[config.mk]
export PLATFORM = sky130hd
export DESIGN_NAME = pcpi_dispatch
export DESIGN_NICKNAME = d
export VERILOG_FILES = /design/src/rtl/pcpi_pkg.sv /design/src/rtl/pcpi_resp_select.sv /design/src/rtl/pcpi_dispatch.sv
export SDC_FILE = /design/constraint.sdc
export NUM_CORES = 1
export LEC_CHECK = 0
export ABC_AREA = 1
export BUFFER_PORTS_ARGS = -buffer_cell sky130_fd_sc_hd__buf_2
export CORE_AREA = 2 2 118 120
export DETAILED_ROUTE_END_ITERATION = 8
export DIE_AREA = 0 0 120 122
export PLACE_DENSITY = 0.79
export SETUP_SLACK_MARGIN = 0.15
export SLEW_MARGIN = 20
export SYNTH_ARGS = -nofsm -noshare
export SYNTH_HDL_FRONTEND = slang
export SYNTH_HIERARCHICAL = 1
export SYNTH_SLANG_ARGS = --single-unit
[constraint.sdc]
create_clock -name clk -period 9.4 [get_ports clk]
set_clock_uncertainty 0.15 [all_clocks]
set_input_delay 1.88 -clock clk [delete_from_list [all_inputs] [get_ports clk]]
set_output_delay 1.88 -clock clk [all_outputs]
set_load 0.02 [all_outputs]
[src/rtl/pcpi_pkg.sv]
// Shared PCPI definitions: dispatcher states, MUL/DIV decode constants and the
// default claim window used by the dispatcher, coprocessors and the core.
package pcpi_pkg;

    typedef enum logic [2:0] {
        IDLE  = 3'd0,
        ISSUE = 3'd1,
        BUSY  = 3'd2,
        RESP  = 3'd3,
        GAP   = 3'd4
    } pcpi_state_e;

    localparam logic [6:0] PCPI_OPCODE        = 7'b0110011;
    localparam logic [6:0] PCPI_FUNCT7_MULDIV = 7'b0000001;
    localparam int         PCPI_TIMEOUT_DEF   = 16;

    function automatic logic pcpi_is_muldiv(input logic [31:0] insn);
        return (insn[6:0] == PCPI_OPCODE) && (insn[31:25] == PCPI_FUNCT7_MULDIV);
    endfunction

endpackage

[src/rtl/pcpi_resp_select.sv]
// Lowest-index priority select over the coprocessor ready lines; returns the
// winning unit's write-enable and result.
module pcpi_resp_select
    import pcpi_pkg::*;
#(
    parameter int NUM_CP = 2
) (
    input  logic [NUM_CP-1:0]    cp_ready_i,
    input  logic [NUM_CP-1:0]    cp_wr_i,
    input  logic [32*NUM_CP-1:0] cp_rd_i,
    output logic                 sel_wr_o,
    output logic [31:0]          sel_rd_o,
    output logic                 any_ready_o
);

    // Walk from the top down so the lowest ready index overwrites last.
    always_comb begin
        sel_wr_o    = 1'b0;
        sel_rd_o    = 32'd0;
        any_ready_o = |cp_ready_i;
        for (int i = NUM_CP - 1; i >= 0; i--) begin
            if (cp_ready_i[i]) begin
                sel_wr_o = cp_wr_i[i];
                sel_rd_o = cp_rd_i[32*i +: 32];
            end
        end
    end

endmodule

[src/rtl/pcpi_dispatch.sv]
// Registers a core PCPI request, broadcasts it to all coprocessors and returns
// the first responder's result, or pulses illegal if nobody claims it in time.
module pcpi_dispatch
    import pcpi_pkg::*;
#(
    parameter int NUM_CP  = 2,
    parameter int TIMEOUT = PCPI_TIMEOUT_DEF
) (
    input  logic                 clk,
    input  logic                 reset,
    input  logic                 pcpi_valid,
    input  logic [31:0]          pcpi_insn,
    input  logic [31:0]          pcpi_rs1,
    input  logic [31:0]          pcpi_rs2,
    output logic                 pcpi_wr,
    output logic [31:0]          pcpi_rd,
    output logic                 pcpi_wait,
    output logic                 pcpi_ready,
    output logic                 pcpi_illegal,
    output logic                 cp_valid,
    output logic [31:0]          cp_insn,
    output logic [31:0]          cp_rs1,
    output logic [31:0]          cp_rs2,
    input  logic [NUM_CP-1:0]    cp_wr,
    input  logic [32*NUM_CP-1:0] cp_rd,
    input  logic [NUM_CP-1:0]    cp_wait,
    input  logic [NUM_CP-1:0]    cp_ready
);

    localparam int             CW       = (TIMEOUT > 1) ? $clog2(TIMEOUT) : 1;
    localparam logic [CW-1:0]  CNT_LAST = CW'((TIMEOUT > 0) ? TIMEOUT - 1 : 0);

    pcpi_state_e  state_q, state_d;
    logic [CW-1:0] cnt_q, cnt_d;
    logic [31:0]  insn_q, insn_d, rs1_q, rs1_d, rs2_q, rs2_d;
    logic [31:0]  rd_q, rd_d;
    logic         wr_q, wr_d;
    logic         ill_q, ill_d;
    logic         wait_q;

    logic         sel_wr, any_ready;
    logic [31:0]  sel_rd;

    pcpi_resp_select #(.NUM_CP(NUM_CP)) u_sel (
        .cp_ready_i  (cp_ready),
        .cp_wr_i     (cp_wr),
        .cp_rd_i     (cp_rd),
        .sel_wr_o    (sel_wr),
        .sel_rd_o    (sel_rd),
        .any_ready_o (any_ready)
    );

    always_comb begin
        state_d = state_q;
        cnt_d   = cnt_q;
        insn_d  = insn_q;
        rs1_d   = rs1_q;
        rs2_d   = rs2_q;
        rd_d    = rd_q;
        wr_d    = wr_q;
        ill_d   = 1'b0;
        case (state_q)
            IDLE: begin
                if (pcpi_valid) begin
                    insn_d  = pcpi_insn;
                    rs1_d   = pcpi_rs1;
                    rs2_d   = pcpi_rs2;
                    cnt_d   = '0;
                    state_d = ISSUE;
                end
            end
            ISSUE: begin
                // A completion beats both a claim and an expiring window.
                if (any_ready) begin
                    rd_d    = sel_rd;
                    wr_d    = sel_wr;
                    state_d = RESP;
                end else if (|cp_wait) begin
                    state_d = BUSY;
                end else if ((TIMEOUT != 0) && (cnt_q == CNT_LAST)) begin
                    ill_d   = 1'b1;
                    state_d = GAP;
                end else begin
                    cnt_d = cnt_q + 1'b1;
                end
            end
            BUSY: begin
                if (any_ready) begin
                    rd_d    = sel_rd;
                    wr_d    = sel_wr;
                    state_d = RESP;
                end
            end
            RESP:    state_d = GAP;
            GAP:     state_d = IDLE;
            default: state_d = IDLE;
        endcase
    end

    always_ff @(posedge clk or posedge reset) begin
        if (reset) begin
            state_q <= IDLE;
            cnt_q   <= '0;
            insn_q  <= '0;
            rs1_q   <= '0;
            rs2_q   <= '0;
            rd_q    <= '0;
            wr_q    <= 1'b0;
            ill_q   <= 1'b0;
            wait_q  <= 1'b0;
        end else begin
            state_q <= state_d;
            cnt_q   <= cnt_d;
            insn_q  <= insn_d;
            rs1_q   <= rs1_d;
            rs2_q   <= rs2_d;
            rd_q    <= rd_d;
            wr_q    <= wr_d;
            ill_q   <= ill_d;
            wait_q  <= |cp_wait;
        end
    end

    // Decoded straight from state so reset drops the broadcast without a clock.
    assign cp_valid     = (state_q == ISSUE) || (state_q == BUSY);
    assign cp_insn      = insn_q;
    assign cp_rs1       = rs1_q;
    assign cp_rs2       = rs2_q;
    assign pcpi_ready   = (state_q == RESP);
    assign pcpi_wr      = wr_q & pcpi_ready;
    assign pcpi_rd      = rd_q;
    assign pcpi_illegal = ill_q;
    assign pcpi_wait    = wait_q & cp_valid;

endmodule

# [After elaboration in Yosys (flattened, before gate mapping)]
# Index checks and enable logic that the tools add are counted.
[classes] n_bitwise=2 mux=19 add_sub_neg=1 n_eq_ne=10 n_reduce_logical=10
[op_table] operator="$mux 32" count=2
[op_table] operator="$mux 4" count=4
[op_table] operator="$mux 3" count=5
[op_table] operator="$pmux 3 s4" count=1
[op_table] operator="$ne 2x2->1 const B" count=5
[op_table] operator="$pmux 4 s2" count=1
[op_table] operator="$eq 3x2->1 const B" count=2
[op_table] operator="$mux 1" count=6
[op_table] operator="$reduce_or 2->1" count=3
[op_table] operator="$reduce_and 5->1" count=1
[op_table] operator="$add 4x1->4 const B" count=1
[op_table] operator="$eq 4x4->1 const B" count=1
[op_table] operator="$ne 4x4->1 const B" count=1
[op_table] operator="$reduce_and 2->1" count=2
[op_table] operator="$eq 3x1->1 const B" count=1
[op_table] operator="$logic_not 3->1" count=1
[op_table] operator="$reduce_and 3->1" count=1
[op_table] operator="$and 1x1->1" count=2
[op_table] operator="$reduce_bool 2->1" count=1
[op_table] operator="$logic_or 1x1->1" count=1
[word_totals] ff_bits=138 wordCells=51 input_bits=169 out_inout_bits=133

# [Depth between registers and ports, before layout]
# Gate-level depths: netlist of the first run.
[depth] ltp_word=5 mapped_depth=9 ltp_nobuf=8

# [By module]
# The synthesis of the first run kept the hierarchy.
[modules_own_cells] mod="pcpi_dispatch" area_per_inst_um2=5629.1 n_inst=1 cells_per_inst=616
[modules_own_cells] mod="pcpi_resp_select" area_per_inst_um2=598.1 n_inst=1 cells_per_inst=112

# [Least setup slack after synthesis of the first run]
# No wires, ideal clock.
[synth_path] path_type="register to output" startpoint="register state_q[2]" endpoint="output port pcpi_wait" path_slack_ps=6103 path_stages_with_launch=4 arrival_time_ps=1267 path_cell_list="dfrtp_1 -> nor2_4 -> nand2_2 -> a21boi_0"
[synth_via] elab_chain_len=3 word_cells_on_any_way=4 cone_classes="eq/ne: 2; bitwise: 1; reduce/logical: 1"
[synth_lines] element="start: declaration" line="pcpi_dispatch.sv:33" rtl="pcpi_state_e state_q, state_d;"
[synth_lines] element="start signal: assignment" line="pcpi_dispatch.sv:112" rtl="state_q <= state_d;"
[synth_lines] element="$eq 3x1->1 / $eq 3x2->1 (equally long branches)" line="pcpi_dispatch.sv:125" rtl="assign cp_valid = (state_q == ISSUE) || (state_q == BUSY);"
[synth_lines] element="$logic_or 1x1->1 (*)" line="pcpi_dispatch.sv:125"
[synth_lines] element="$and 1x1->1 (*)" line="pcpi_dispatch.sv:133" rtl="assign pcpi_wait = wait_q & cp_valid;"
[synth_lines] element="end: declaration" line="pcpi_dispatch.sv:17" rtl="output logic pcpi_wait,"
# Mark *: on every way between the ends. The rest lies on a longest branch, timed or not.

# [Final worst setup path of the first run]
[layout_path] startpoint="register state_q[2]" endpoint="output port cp_valid"
[layout_via] elab_chain_len=2 word_cells_on_any_way=3 cone_classes="eq/ne: 2; reduce/logical: 1"
[layout_lines] element="$eq 3x1->1 / $eq 3x2->1 (equally long branches)" line="pcpi_dispatch.sv:125"
[layout_lines] element="$logic_or 1x1->1 (*)" line="pcpi_dispatch.sv:125"
[layout_lines] element="end: declaration" line="pcpi_dispatch.sv:20" rtl="output logic cp_valid,"
# Marked as above.

==> impl_metrics.py, run 1 <==
metrics = {
    "synthesis": {
        "yosysWarnings": 6,
        "yosys.area.top_type_share_pct": 55.5,
        "synthTopCellsByCount": "nand2_1 (232), dfrtp_1 (138), inv_1 (107)",
        "synth_area_um2": 6230,
        "ys_seq_area_share_pct": 55.5,
        "synth_cell_types": 29,
        "ys.flop_type": "dfrtp_1",
        "syn-instance-count": 728,
        "syn_area_per_cell_um2": 8.55,
        "ys_ff_latch": 138,
        "synth_nets": 898,
        "async_flop_share_pct": 100,
        "netlist_top_cells_area": "dfrtp_1 (55%), nand2_1 (14%), o21ai_1 (7.2%)",
        "synth_most_common_cell": "nand2_1",
        "post-synth-top-area-cell": "dfrtp_1",
        "synth_edf_count": 0,
    },
    "setup_path": {
        "crit_fanout": 35,
        "r2r_start": "state_q[1]$_DFFE_PP0P_",
        "timing.rr.end": "cp_rs1[8]$_DFFE_PP0P_",
        "reg2reg_depth": 5,
        "cp.buffers_inverters": 1,
        "path_delay_family": "simple AND/OR/NAND/NOR gates",
        "crit_path_start_kind": "register",
        "regToRegSetupSlack_ps": 6790,
        "critPathCaptureType": "output port",
        "worstPathRequired_ps": 7370,
        "path_depth": 4,
        "cpPeakStageDelay_ps": 430,
        "critical_path_class": "reg -> out",
        "cp_slowest_cell": "dfrtp_1",
        "worstPathCellList": "nor2_1 > nand2_2 > nand2_8 > buf_2",
        "cp.arrival_ps": 1680,
    },
    "clock_tree": {
        "htreeDepth": 4,
        "insertion_delay_ps": 410,
        "clock_tree.buffer_depth": 2,
        "cts_hold_buffers": 0,
        "cts_tree": "yes",
        "cts_setup_buffers": 0,
        "root_buffer": "clkbuf_16",
        "cts_resized": 0,
        "cts_sinks": 138,
        "cts_made_buffers": 17,
        "clkTransAtPathRegs_ps": 60,
    },
    "timing": {
        "final_max_slew_viol_count": 0,
        "rsz0062_at_grt": "no",
        "period_needed_ps": 3710,
        "finalHoldViolations": 0,
        "fin_crit_sh_pct": 39.5,
        "fin_tns_setup_ps": 0,
        "slew_headroom_pct": 32.1,
        "max_freq_mhz": 269,
        "setup_viol": 0,
        "max_slew.worst_pin.slew_ps": 1020,
    },
    "power_and_ir_drop": {
        "ir_drop_v": 0.000213,
        "leakage_uw": 0.00496,
        "seq_power_share_pct": 34.9,
        "intPower_uw": 1670,
        "switchingPower_uw": 1230,
        "p_clk_share_pct": 23.8,
        "power_frac_comb_pct": 41.3,
        "swShare_pct": 42.3,
        "power_density_nw_per_um2": 350,
    },
    "finish": {
        "syn2layout_area_growth_pct": 33.0,
        "final_nets": 1178,
        "drive_above_1_share_pct": 35.8,
        "finalCoreUtilization_pct": 61.3,
    },
    "placement": {
        "hpwl_mm": 11.8,
        "numPortBuffers": 301,
        "place_congestion": 0.884,
    },
    "route": {
        "wl_per_cell_um": 13.7,
        "vias": 5699,
        "drt_pass1_iterations": 5,
        "drcViolationCount": 0,
        "finalWirelength_mm": 16.4,
        "post_drt_via_cell_ratio": 4.74,
        "dr.first_iter.drc_count": 383,
        "ant_nets": 0,
    },
    "global_route": {
        "grt_max_degree": 113,
        "grt_pass1_wl_mm": 25.8,
        "grtUsageTotal_pct": 22.7,
        "grt_pass1_vias": 5360,
        "grt_overflow": 0,
        "antenna_found_initial": 1,
    },
    "job": {
        "drv_cap": 0,
    },
    "floorplan": {
        "dieHeight_um": 122,
        "rows": 43,
        "io_pins": 302,
        "core_area_um2": 13500,
        "start_util_pct": 46.1,
        "die_area_um2": 14600,
        "die_w_um": 120,
    },
    "run_status": {
        "status": "complete, no violations",
    },
    "worst_hold_path": {
        "hold_path_class": "reg -> reg",
        "min_to": "pcpi_rd[24]$_DFFE_PP0P_",
        "hold_depth": 2,
        "min_from": "pcpi_rd[24]$_DFFE_PP0P_",
    },
}
==> worst max-delay path by stage <==
stage	from	to	slack [ps]
after CTS	state_q[2]$_DFFE_PP0P_	cp_valid	5670
after global placement	cp_ready[1]	cnt_q[3]$_DFFE_PP0P_	5400
after detailed placement	pcpi_valid	cp_rs2[30]$_DFFE_PP0P_	5330
final	state_q[2]$_DFFE_PP0P_	cp_valid	5690
after global routing	pcpi_valid	cp_insn[5]$_DFFE_PP0P_	5500
after floorplan	reset	cnt_q[0]$_DFFE_PP0P_	3670
==> power groups by stage <==
stage / registers [uW] / clock network (uW) / logic [uW]
final: 1010 / 689 / 1200
after global routing: 1040 / 735 / 1320
after CTS: 1010 / 700 / 1210
after detailed placement: 1010 / 0 / 1210
after global placement: 1010 / 0 / 1170
after floorplan: 1310 / 0 / 531
==> logic make-up (layout without fill, tap and decap cells) <==
logic type	Yosys count	count (layout)	share of synthesized area (%)
simple gates	336	336	24.1
xor+xnor	1	1	0.141
compound gates	101	101	8.16
buf+inv	151	444	11.9
other cells	0	1	0
fa+ha+maj	1	1	0.201
flops	138	138	55.5
==> registers in the layout (all words and copies together), names as in the netlist <==
signal        flops
pcpi_rd          32
pcpi_illegal      1
wr_q              1
cnt_q             4
wait_q            1
cp_insn          32
cp_rs1           32
cp_rs2           32
state_q           3
==> through the flow <==
| step | cells | setup WS, ps | instance area, um2 | total power, uW | hold WS [ps] |
|---|---|---|---|---|---|
| final | 1202 | 5690 | 8280 | 2900 | 318 |
| after global routing | 1202 | 5500 | 8280 | 3100 | 341 |
| after global placement | 1169 | 5400 | 7650 | 2180 | 301 |
| after CTS | 1201 | 5670 | 8270 | 2920 | 320 |
| after floorplan | 728 | 3670 | 6230 | 1840 | 292 |
| after detailed placement | 1169 | 5330 | 7650 | 2220 | 306 |
==> cells in the final DEF, fill, tap and decap left out <==
cell	netlist	routed
nand3_1	65	65
nor2_4	1	1
nor4_1	1	1
buf_4	11	1
nand2_2	13	13
dfrtp_1	138	138
clkbuf_8	0	2
inv_1	107	106
clkinvlp_4	0	3
o21ai_1	90	90
a21boi_0	1	1
inv_6	0	3
ha_1	1	1
a21oi_1	1	1
nand2_1	232	232
nand3b_1	1	1
o21ai_0	9	9
buf_6	8	1
xnor2_1	1	1
nand3_4	1	1
nand4_1	1	1
inv_8	1	1
buf_2	13	301
clkinv_4	0	3
clkinv_2	0	2
nor2_1	8	8
diode_2	0	1
clkbuf_16	0	17
bufinv_16	0	3
nand2_8	2	2
or2_2	1	1
inv_2	1	1
nand3_2	10	10
==> routing by layer <==
layer  routed length, um  part of all wire [%]  global-route usage (%)
met5                   0                     0                       0
met3                1100                   6.7                    5.24
met2                8170                    50                    37.2
met1                6630                    40                    28.3
met4                 543                   3.3                    11.6
==> worst min-delay path, delay by kind of cell, from the launching register on <==
kind | cells | cell delay (ps)
flip-flops | 1 | 340
AND/OR/NAND/NOR | 2 | 90
==> layout make-up <==
cell class / instances / area [um2]
clock inverter: 13 / 166
timing repair buffer: 303 / 1530
clock buffer: 19 / 453
antenna: 1 / 2.50
sequential: 138 / 3450
fill: 1228 / 5230
tap: 180 / 225
inverter: 109 / 422
multi-input combinational: 439 / 2030
Note: power is estimated with default switching activity, not from simulation.
==> inputs of run 2 (changes only) <==
--- a/config.mk
+++ b/config.mk
@@ -7,10 +7,10 @@
 export LEC_CHECK = 0
 export ABC_AREA = 1
 export BUFFER_PORTS_ARGS = -buffer_cell sky130_fd_sc_hd__buf_2
-export CORE_AREA = 2 2 118 120
+export CORE_MARGIN = 2
+export CORE_UTILIZATION = 46
 export DETAILED_ROUTE_END_ITERATION = 8
-export DIE_AREA = 0 0 120 122
-export PLACE_DENSITY = 0.79
+export PLACE_DENSITY = 0.78
 export SETUP_SLACK_MARGIN = 0.15
 export SLEW_MARGIN = 20
 export SYNTH_ARGS = -nofsm -noshare
==> constraint.sdc (replaced) <==
create_clock -name clk -period 3.65 [get_ports clk]
set_clock_uncertainty 0.15 [all_clocks]
set_input_delay 0.73 -clock clk [delete_from_list [all_inputs] [get_ports clk]]
set_output_delay 0.73 -clock clk [all_outputs]
set_load 0.02 [all_outputs]
==> run 2 against run 1 <==
Critical endpoint is now pcpi_wait. Die area decreased by 1.1%. Count of clock-buffer cells in the layout increased by 3. Via count decreased by 0.42%.
==> impl_metrics.py, run 2 (same netlist as run 1, synthesis figures left out) <==
metrics = {
    "finish": {
        "syn2layout_area_growth_pct": 34.8,
        "mostFrequentLayoutCells": "buf_2 (301), nand2_1 (232), dfrtp_1 (138), inv_1 (106), o21ai_1 (90)",
        "final_nets": 1183,
        "seq_area_um2": 3450,
        "layout_commonest_cell": "buf_2",
        "multiInputGateArea_um2": 2030,
        "drive_above_1_share_pct": 36.1,
        "fillers": 1165,
        "num_antenna_cells": 0,
    },
    "timing": {
        "slew_headroom_pct": 41.8,
        "max_slew.worst_pin.slew_ps": 873,
        "rsz0062_at_grt": "no",
        "final_max_slew_viol_count": 0,
        "max_freq_mhz": 389,
        "fin_crit_sh_pct": 70.4,
        "setup_viol": 0,
        "fin_tns_setup_ps": 0,
        "finalHoldViolations": 0,
        "period_needed_ps": 2570,
    },
    "job": {
        "drv_cap": 0,
    },
    "clock_tree": {
        "cts_hold_buffers": 0,
        "clock_tree.buffer_depth": 2,
        "clkTransAtPathRegs_ps": 50,
        "htreeDepth": 4,
        "cts_resized": 0,
        "insertion_delay_ps": 420,
        "cts_sinks": 138,
        "root_buffer": "clkbuf_16",
        "cts_setup_buffers": 0,
        "cts_tree": "yes",
        "cts_made_buffers": 17,
    },
    "setup_path": {
        "reg2reg_depth": 5,
        "path_delay_family": "flip-flops",
        "cpPeakStageDelay_ps": 450,
        "cp.arrival_ps": 1690,
        "cp.buffers_inverters": 1,
        "worstPathRequired_ps": 2770,
        "crit_fanout": 7,
        "cp_slowest_cell": "dfrtp_1",
        "critPathCaptureType": "output port",
        "critical_path_class": "reg -> out",
        "timing.rr.end": "cp_rs2[30]$_DFFE_PP0P_",
        "regToRegSetupSlack_ps": 1870,
        "r2r_start": "state_q[1]$_DFFE_PP0P_",
        "worstPathCellList": "nor2_4 > nand2_2 > a21boi_0 > buf_2",
        "crit_path_start_kind": "register",
    },
    "global_route": {
        "grtUsageTotal_pct": 23.5,
        "grt_pass1_wl_mm": 26.3,
        "grt_max_degree": 198,
        "antenna_found_initial": 0,
        "grt_pass1_vias": 5428,
        "grt_overflow": 0,
    },
    "floorplan": {
        "dieHeight_um": 120,
        "die_w_um": 120,
        "die_area_um2": 14500,
        "rows": 42,
        "io_pins": 302,
        "start_util_pct": 47.0,
        "core_area_um2": 13200,
    },
    "placement": {
        "place_congestion": 0.869,
        "numPortBuffers": 301,
        "hpwl_mm": 11.9,
    },
    "route": {
        "drt_pass1_iterations": 4,
        "finalWirelength_mm": 16.4,
        "vias": 5675,
        "wl_per_cell_um": 13.7,
        "ant_nets": 0,
        "post_drt_via_cell_ratio": 4.72,
        "drcViolationCount": 0,
        "dr.first_iter.drc_count": 320,
    },
    "power_and_ir_drop": {
        "power_density_nw_per_um2": 909,
        "swShare_pct": 41.1,
        "leakage_uw": 0.00503,
        "ir_drop_v": 0.000509,
        "p_clk_share_pct": 25.4,
        "power.total_uw": 7630,
        "switchingPower_uw": 3140,
        "power_frac_comb_pct": 40.8,
        "seq_power_share_pct": 33.9,
        "intPower_uw": 4490,
    },
    "run_status": {
        "status": "complete, no violations",
    },
    "worst_hold_path": {
        "hold_path_class": "in -> async",
    },
}
[run 2: final cells by class]
type	instances	area share (%)
clock buffers	22	5.77
clock inverters	10	2.21
inverters	109	5.01
multi-input cells	439	24.2
flip-flops and latches	138	41.2
well taps	176	2.62
repair buffers	308	19.0
[run 2: per-layer routing]
metal / share of wire, % / track usage [%] / vias to the layer above
met1: 40 / 27.6 / 2593
met4: 4.2 / 13.5 / 0
met5: 0 / 0 / -
met3: 6.2 / 6.32 / 50
li1: - / - / 2832
met2: 50 / 38.8 / 200
[run 2: power groups by stage]
| stage | clock network, uW | logic, uW | registers [uW] |
|---|---|---|---|
| global placement | 0 | 3060 | 2590 |
| finish | 1930 | 3110 | 2580 |
| detailed placement | 0 | 3140 | 2590 |
| floorplan | 0 | 1370 | 3370 |
| CTS | 1960 | 3150 | 2590 |
| global route | 2040 | 3410 | 2670 |
[run 2: worst max path at each step]
stage	from	slack, ps	cells after the start	to
floorplan	reset	1050	1	cnt_q[0]$_DFFE_PP0P_
global placement	cp_ready[1]	1320	10	cnt_q[3]$_DFFE_PP0P_
detailed placement	cp_ready[1]	1250	10	cnt_q[2]$_DFFE_PP0P_
CTS	state_q[1]$_DFFE_PP0P_	1030	4	pcpi_wait
global route	state_q[2]$_DFFE_PP0P_	970	4	cp_valid
finish	state_q[1]$_DFFE_PP0P_	1080	4	pcpi_wait
[run 2: metrics by stage]
step / cell area [um2] / std cells / setup slack, ps / util (%) / hold WS [ps]
global placement: 7720 / 1170 / 1320 / 58.3 / 300
detailed placement: 7720 / 1170 / 1250 / 58.3 / 304
global route: 8390 / 1202 / 969 / 63.4 / 195
finish: 8390 / 1202 / 1080 / 63.4 / 173
floorplan: 6230 / 728 / 1050 / - / 292
CTS: 8390 / 1202 / 1030 / 63.4 / 174
